`config.mk`:
```
export PLATFORM = sky130hd
export DESIGN_NAME = instruction_fetch_unit
export DESIGN_NICKNAME = d
export VERILOG_FILES = /design/src/rtl/instruction_fetch_unit.sv
export SDC_FILE = /design/constraint.sdc
export NUM_CORES = 2
export LEC_CHECK = 0
export CAP_MARGIN = 15
export CORE_MARGIN = 1.5
export CORE_UTILIZATION = 40
export CTS_BUF_LIST = sky130_fd_sc_hd__clkbuf_16
export DETAILED_ROUTE_END_ITERATION = 12
export PLACE_DENSITY_LB_ADDON = 0.05
export RECOVER_POWER = 50
export SETUP_SLACK_MARGIN = 0.3
export SLEW_MARGIN = 20
export SYNTH_ARGS = -nofsm -noshare
export SYNTH_HDL_FRONTEND = slang
export SYNTH_SLANG_ARGS = --single-unit
```
`constraint.sdc`:
```
create_clock -name clock_in -period 4.5 [get_ports clock_in]
set_input_delay 0.9 -clock clock_in [delete_from_list [all_inputs] [get_ports clock_in]]
set_output_delay 0.9 -clock clock_in [all_outputs]
set_load 0.02 [all_outputs]
```
`src/rtl/instruction_fetch_unit.sv`:
```
// instruction_fetch_unit: loadable program memory sequenced to the cpu over a valid/ready handshake
module instruction_fetch_unit #(
  parameter int INSTR_WIDTH = 32,
  parameter int DEPTH = 64,
  parameter int ADDR_WIDTH = 6,
  parameter logic [7:0] HALT_OPCODE = 8'hFF
) (
  input  logic                   clock_in,
  input  logic                   reset_in,
  input  logic                   load_enable,
  input  logic [ADDR_WIDTH-1:0]  load_address,
  input  logic [INSTR_WIDTH-1:0] load_data,
  input  logic                   start,
  input  logic                   cpu_ready,
  input  logic                   jump_enable,
  input  logic [ADDR_WIDTH-1:0]  jump_target,
  output logic [INSTR_WIDTH-1:0] current_instruction,
  output logic                   instruction_valid,
  output logic [ADDR_WIDTH-1:0]  program_counter,
  output logic                   busy,
  output logic                   halted
);
  typedef enum logic [1:0] {IDLE, FETCH, PRESENT, HALTED} state_t;
  state_t state;
  logic read_done;
  logic [INSTR_WIDTH-1:0] mem [DEPTH];
  logic [INSTR_WIDTH-1:0] rd_data;
  logic load_ok;
  logic is_halt;
  logic [ADDR_WIDTH-1:0] pc_inc;
  assign load_ok = load_enable && (state == IDLE || state == HALTED);
  assign is_halt = current_instruction[INSTR_WIDTH-1 -: 8] == HALT_OPCODE;
  assign pc_inc = program_counter == ADDR_WIDTH'(DEPTH - 1) ? '0 : program_counter + 1'b1;
  assign busy = state == FETCH || state == PRESENT;
  assign halted = state == HALTED;
  always_ff @(posedge clock_in) begin
    if (load_ok) mem[load_address] <= load_data;
    rd_data <= mem[program_counter];
  end
  // FETCH spends one cycle applying the PC and one capturing the registered read data
  always_ff @(posedge clock_in) begin
    if (reset_in) begin
      state <= IDLE;
      program_counter <= '0;
      current_instruction <= '0;
      instruction_valid <= 1'b0;
      read_done <= 1'b0;
    end else begin
      case (state)
        IDLE, HALTED: if (start) begin
          state <= FETCH;
          program_counter <= '0;
          read_done <= 1'b0;
        end
        FETCH: begin
          read_done <= !read_done;
          if (read_done) begin
            current_instruction <= rd_data;
            instruction_valid <= 1'b1;
            state <= PRESENT;
          end
        end
        PRESENT: if (instruction_valid && cpu_ready) begin
          instruction_valid <= 1'b0;
          read_done <= 1'b0;
          state <= is_halt ? HALTED : FETCH;
          program_counter <= is_halt ? program_counter : jump_enable ? jump_target : pc_inc;
        end
        default: state <= IDLE;
      endcase
    end
  end
endmodule

```
After elaboration in Yosys (flattened, before gate mapping). Memory sizes are Yosys's and may differ from the RTL's. A register that Yosys moved wholly into a read port is not among the register bits. Index checks and enable logic that the tools add are counted.

Shift-type cells: 0. Bitwise operators: 0. Add/sub/neg operators: 1. Muxes and demuxes: 18. Magnitude comparators: 0. Multipliers: 0. Reductions and logical operators: 14. Eq/ne operators: 9. Divide/modulo/power cells: 0.

Operators by type and width (count): 6-bit 2-to-1 mux (5); 6-bit case mux with 2 select lines (1); 8-bit equality test, second input constant (1); 2-bit 2-to-1 mux (4); 6-bit by 1-bit adder with 6-bit output, second input constant (1); 6-bit equality test, second input constant (1); 2-bit inequality test, second input constant (3); 2-bit case mux with 3 select lines (1); 3-bit AND reduction (2); 1-bit 2-to-1 mux (5); 2-bit equality test, second input constant (2); 2-bit AND reduction (2); 4-bit AND reduction (1); 2-bit nonzero test (2); 1-bit case mux with 3 select lines (1); 2-bit by 1-bit equality test with 1-bit output, second input constant (1); 1-bit logical AND (2); 2-bit logical NOT (1); 1-bit logical OR (2); 2-bit by 1-bit inequality test with 1-bit output, second input constant (1); 1-bit case mux with 2 select lines (1); 2-bit OR reduction (1); 1-bit logical NOT (1).

Memories kept: 1. Flip-flop bits (word level): 42. Bits in read-only memories: 0. Word-level logic and storage cells: 48. Bits in latches: 0. RAM bits: 2048.

Memories: mem (words 64, bits a word 32, read ports 1, clocked after Yosys merged registers in 1, write ports 1, RTL line 26) `logic [INSTR_WIDTH-1:0] mem [DEPTH];`.

Logic depth before layout (Yosys ltp).
Depth after elaboration: 6. Gate-level depth with buffers: 10. Mapped depth without buffers: 7.

Worst setup path after synthesis. OpenSTA, ideal clock, no wires.

Path type: input to register. Start point: input load_address[3]. End point: memory mem[49][0] (enable). Slack: 0.227 ns. Stages on the path: 5. Data arrival time: 3.812 ns. Path buffers: 1. Data required time: 4.039 ns. Path through: clkbuf_1 > nor2b_1 > nand4_1 > or2_2 > nor3_1.

RTL lines: start, declared (RTL line 11) `input logic [ADDR_WIDTH-1:0] load_address,`; end, declared (RTL line 26).

Straight into the memory's write port.

Worst setup path in the final report.
Start point: register program_counter[2]. End point: output program_counter[2].

RTL lines: start, declared (RTL line 19) `output logic [ADDR_WIDTH-1:0] program_counter,`; start signal, assigned (RTL line 67) `program_counter <= is_halt ? program_counter : jump_enable ? jump_target : pc_inc;`.

No word-level cell between the ends.

==> PnR_summary.wiki <==
{| class="wikitable"
! Metric !! Value
|-
| Cell Count Post-Placement || 6460
|-
| DRC violations left || 0
|-
| Source of the critical timing path || program_counter[2]$_SDFFE_PP0P_
|-
| Outcome || finished with violations
|-
| DIE HEIGHT || 452.6 um
|-
| Starting density of the core || 0.4037
|-
| Remaining global-route overflow || 0
|-
| Last weighted congestion value of the routability-driven placer || 0.8609
|-
| Count of flip-flops with a built-in enable after synthesis || 2048
|-
| Final standard cell count with taps included and fillers excluded || 6884
|-
| Total half-perimeter wirelength after legalization and detailed placement || 141800 um
|-
| Mapped Cells || 3719
|-
| VDD IR max || 299.7 uV
|-
| Port Buffers || 90
|-
| Leakage power summed over all cells || 27.80 nW
|-
| Met1 Wirelength || 106600 um
|-
| Average footprint of a synthesized cell || 21.74 um2
|-
| Mapped cell area || 80840 um2
|-
| TritonCTS clock tree || done
|-
| Setup clock skew after layout || 0.02181 ns
|-
| Placement Rows || 164
|-
| Met3 wirelength from detailed routing || 14300 um
|-
| Maximum fanout encountered on the critical timing path || 51
|-
| Antenna violations before repair || 23
|-
| Synth cell types || 55
|-
| Net count after synthesis || 3774
|-
| Post-route ant nets || 0
|-
| Final critical-path required period || 4.054 ns
|-
| Post-synthesis sequential area ratio || 0.7791
|-
| Met2 wire length || 105200 um
|-
| Number of endpoints failing setup at the final stage || 0
|-
| Initial drt markers || 4135
|-
| End of the worst register-to-register path || mem[7][9]$_DFFE_PP_
|-
| Type of the tightest min-delay check || flip-flop to flip-flop
|-
| Commonest register cell after synthesis || sky130_fd_sc_hd__edfxtp_1
|-
| Violated checks || max-capacitance violations, max-slew violations
|-
| Maximum clock path buffer count || 3
|-
| Cell types with the largest area share after synthesis || sky130_fd_sc_hd__edfxtp_1 76%, sky130_fd_sc_hd__mux4_2 13%, sky130_fd_sc_hd__dfxtp_1 1.8%
|-
| Final number of max-transition violations || 2048
|-
| Per-cell via count in the routed design || 5.745
|-
| Crit. End Element || primary output
|-
| Fraction of layout cells with a size suffix above 1 || 0.2617
|-
| Actual slew at the worst max-slew pin || 4.179 ns
|-
| Core Box Area || 200300 um2
|-
| Power density cells || 436.6 nW/um2
|-
| Worst slew margin || -1.786
|-
| Top layer in use || met5
|-
| Maximum clock rate || 246.7 MHz
|-
| Clock sink count || 2122
|-
| Number of failing hold endpoints at the final stage || 0
|-
| Area growth from synthesis to layout || 14.77%
|-
| Top cell type's share of synthesized area || 0.7607
|-
| Nets || 4080
|-
| Reg2reg path depth || 6
|-
| DRT Wirelength || 232900 um
|-
| First-pass GRT wire length || 324700 um
|-
| Post-cts sizing count || 0
|-
| Setup slack of the most critical reg-to-reg path || 0.98 ns
|-
| CTS buffer count || 219
|-
| Maximum number of pins on one net before global-route repair || 77
|-
| Clock transition at path regs || 0.06 ns
|-
| Global router's overall resource usage || 0.2283
|-
| First-pass iteration count of the detailed router || 5
|-
| Ys async rst share || 0
|-
| Critical Path Start Type || flip-flop
|-
| Number of hold-repair buffers added at the cts stage || 0
|-
| Final total negative setup slack || 0 ns
|-
| Max cap viols || 39
|-
| Period Utilization, post-route || 0.9009
|-
| Total of flip-flops plus latches after synthesis || 2122
|-
| Cell type with the largest total area after synthesis || sky130_fd_sc_hd__edfxtp_1
|-
| End point of the critical path || program_counter[2]
|-
| Wire per inst || 33.83 um
|-
| Worst EP arrival || 3.15 ns
|-
| Chip width || 452.6 um
|-
| Postcts setup bufs || 0
|-
| FF-to-FF Start || state[0]$_SDFFE_PP0P_
|-
| Buffer type at the clock tree root || sky130_fd_sc_hd__clkbuf_16
|-
| Via count of the first global-routing pass || 39940
|-
| Warnings, synthesis || 0
|-
| Vias || 39550
|-
| Count of boundary I/O pins || 91
|-
| Setup repair after global routing missed its margin || false
|-
| Insertion delay to the later sink of the worst-skew pair || 0.85 ns
|-
| Deepest level of the CTS H-tree || 4
|-
| Area of the die || 204800 um2
|-
| Critical path type || flip-flop to primary output
|-
| Required time worst endpoint || 3.60 ns
|}
## cell usage after synthesis, drive strengths merged (9+ instances only)
| cell | instances |
|---|---|
| nand2 | 128 |
| a211oi | 17 |
| o21ai | 50 |
| nor3 | 28 |
| a221oi | 14 |
| a21oi | 77 |
| nand2b | 29 |
| o221ai | 12 |
| nand3 | 19 |
| edfxtp | 2048 |
| nor4 | 27 |
| mux2 | 41 |
| clkbuf | 57 |
| dfxtp | 74 |
| nor2 | 109 |
| mux4 | 474 |
| mux2i | 130 |
| a31oi | 9 |
| nor2b | 20 |
| buf | 150 |
| o211ai | 16 |
| o22ai | 109 |
## state kept, by name, indices dropped and copies added, names as in the netlist
name and flops:
mem 2048, state 2, read_done 1, current_instruction 32, program_counter 6, rd_data 32
instruction_valid 1
## per-layer routing
| metal | up-vias | global-route usage |
|---|---|---|
| li1 | 16270 | - |
| met1 | 21680 | 0.3473 |
| met2 | 1337 | 0.3418 |
| met3 | 267 | 0.03330 |
| met4 | 2 | 0.06659 |
| met5 | - | 0 |
## logic make-up after synthesis
family          count (synthesis)  share of synthesized area
flops                        2122                     0.7791
compound gates                330                    0.02558
fa+ha+maj                       5                  0.0007739
xor+xnor                        2                  0.0002167
buf+inv                       213                    0.01678
mux                           645                     0.1541
simple gates                  402                    0.02343
## worst max-delay path, stage by stage (launching register included)
cell                              delay [ns]
sky130_fd_sc_hd__dfxtp_4                0.64
sky130_fd_sc_hd__buf_12                 0.32
sky130_fd_sc_hd__buf_4                  0.49
sky130_fd_sc_hd__clkdlybuf4s50_1        0.69
## per-stage QoR
stage          hold WS (ns)  setup slack (ns)  total power (W)    util  area, um2
5_1_grt              0.4747            0.3629          0.04171  0.4631      92750
3_5_place_dp         0.4473            0.7709          0.02376  0.4301      86130
4_1_cts              0.3430            0.3912          0.04089  0.4639      92910
2_1_floorplan        0.4174            0.3434          0.02286       -      80850
6_report             0.4534            0.4460          0.04050  0.4633      92780
3_3_place_gp         0.4446            0.8135          0.02373  0.4300      86120
## power by group
group	internal, W	total, W	leakage [nW]	switching [W]
logic	0.000399	0.00144	5.23	0.00104
registers	0.0218	0.0219	19.0	0.0000697
clock network	0.00966	0.0172	3.54	0.00749
## layout by cell type (no fill, tap or decap), types with 12 or more instances in the layout
cell type,count
sky130_fd_sc_hd__edfxtp_1,2048
sky130_fd_sc_hd__mux4_2,468
sky130_fd_sc_hd__clkbuf_16,221
sky130_fd_sc_hd__buf_4,159
sky130_fd_sc_hd__mux2i_1,130
sky130_fd_sc_hd__nand2_1,128
sky130_fd_sc_hd__o22ai_1,109
sky130_fd_sc_hd__a21oi_1,77
sky130_fd_sc_hd__dfxtp_1,68
sky130_fd_sc_hd__nor2_4,59
sky130_fd_sc_hd__clkinv_2,59
sky130_fd_sc_hd__clkdlybuf4s50_1,57
sky130_fd_sc_hd__clkinv_1,56
sky130_fd_sc_hd__inv_1,53
sky130_fd_sc_hd__nor2_1,50
sky130_fd_sc_hd__o21ai_0,46
sky130_fd_sc_hd__clkbuf_1,42
sky130_fd_sc_hd__mux2_2,41
sky130_fd_sc_hd__buf_12,30
sky130_fd_sc_hd__nand2b_1,29
sky130_fd_sc_hd__nor3_1,26
sky130_fd_sc_hd__nand3_1,19
sky130_fd_sc_hd__nor2b_1,18
sky130_fd_sc_hd__a211oi_1,17
sky130_fd_sc_hd__o211ai_1,16
sky130_fd_sc_hd__a221oi_1,14
sky130_fd_sc_hd__bufinv_16,14
sky130_fd_sc_hd__diode_2,13
sky130_fd_sc_hd__nor4_2,13
sky130_fd_sc_hd__o221ai_1,12
sky130_fd_sc_hd__nor4_1,12
## final cells by class
type	instances	area (um2)
Antenna cell	13	32.53
Clock buffer	221	5530
Clock inverter	190	1249
Fill cell	16770	107500
Inverter	6	22.52
Multi-Input combinational cell	1384	17080
Sequential cell	2122	63000
Tap cell	2656	3323
Timing Repair Buffer	292	2542
## worst min-delay path by stage
stage / slack (ns) / to / from / depth (start not counted)
after floorplan: 0.42 / current_instruction[0]$_SDFFE_PP0P_ / rd_data[0]$_DFF_P_ / 2
after global placement: 0.44 / current_instruction[9]$_SDFFE_PP0P_ / rd_data[9]$_DFF_P_ / 2
after detailed placement: 0.45 / current_instruction[12]$_SDFFE_PP0P_ / current_instruction[12]$_SDFFE_PP0P_ / 2
after CTS: 0.34 / mem[33][7]$_DFFE_PP_ / load_data[7] / 1
after global routing: 0.47 / current_instruction[9]$_SDFFE_PP0P_ / rd_data[9]$_DFF_P_ / 2
final: 0.45 / current_instruction[12]$_SDFFE_PP0P_ / current_instruction[12]$_SDFFE_PP0P_ / 2
No activity file was read; power rests on OpenSTA's default activity.
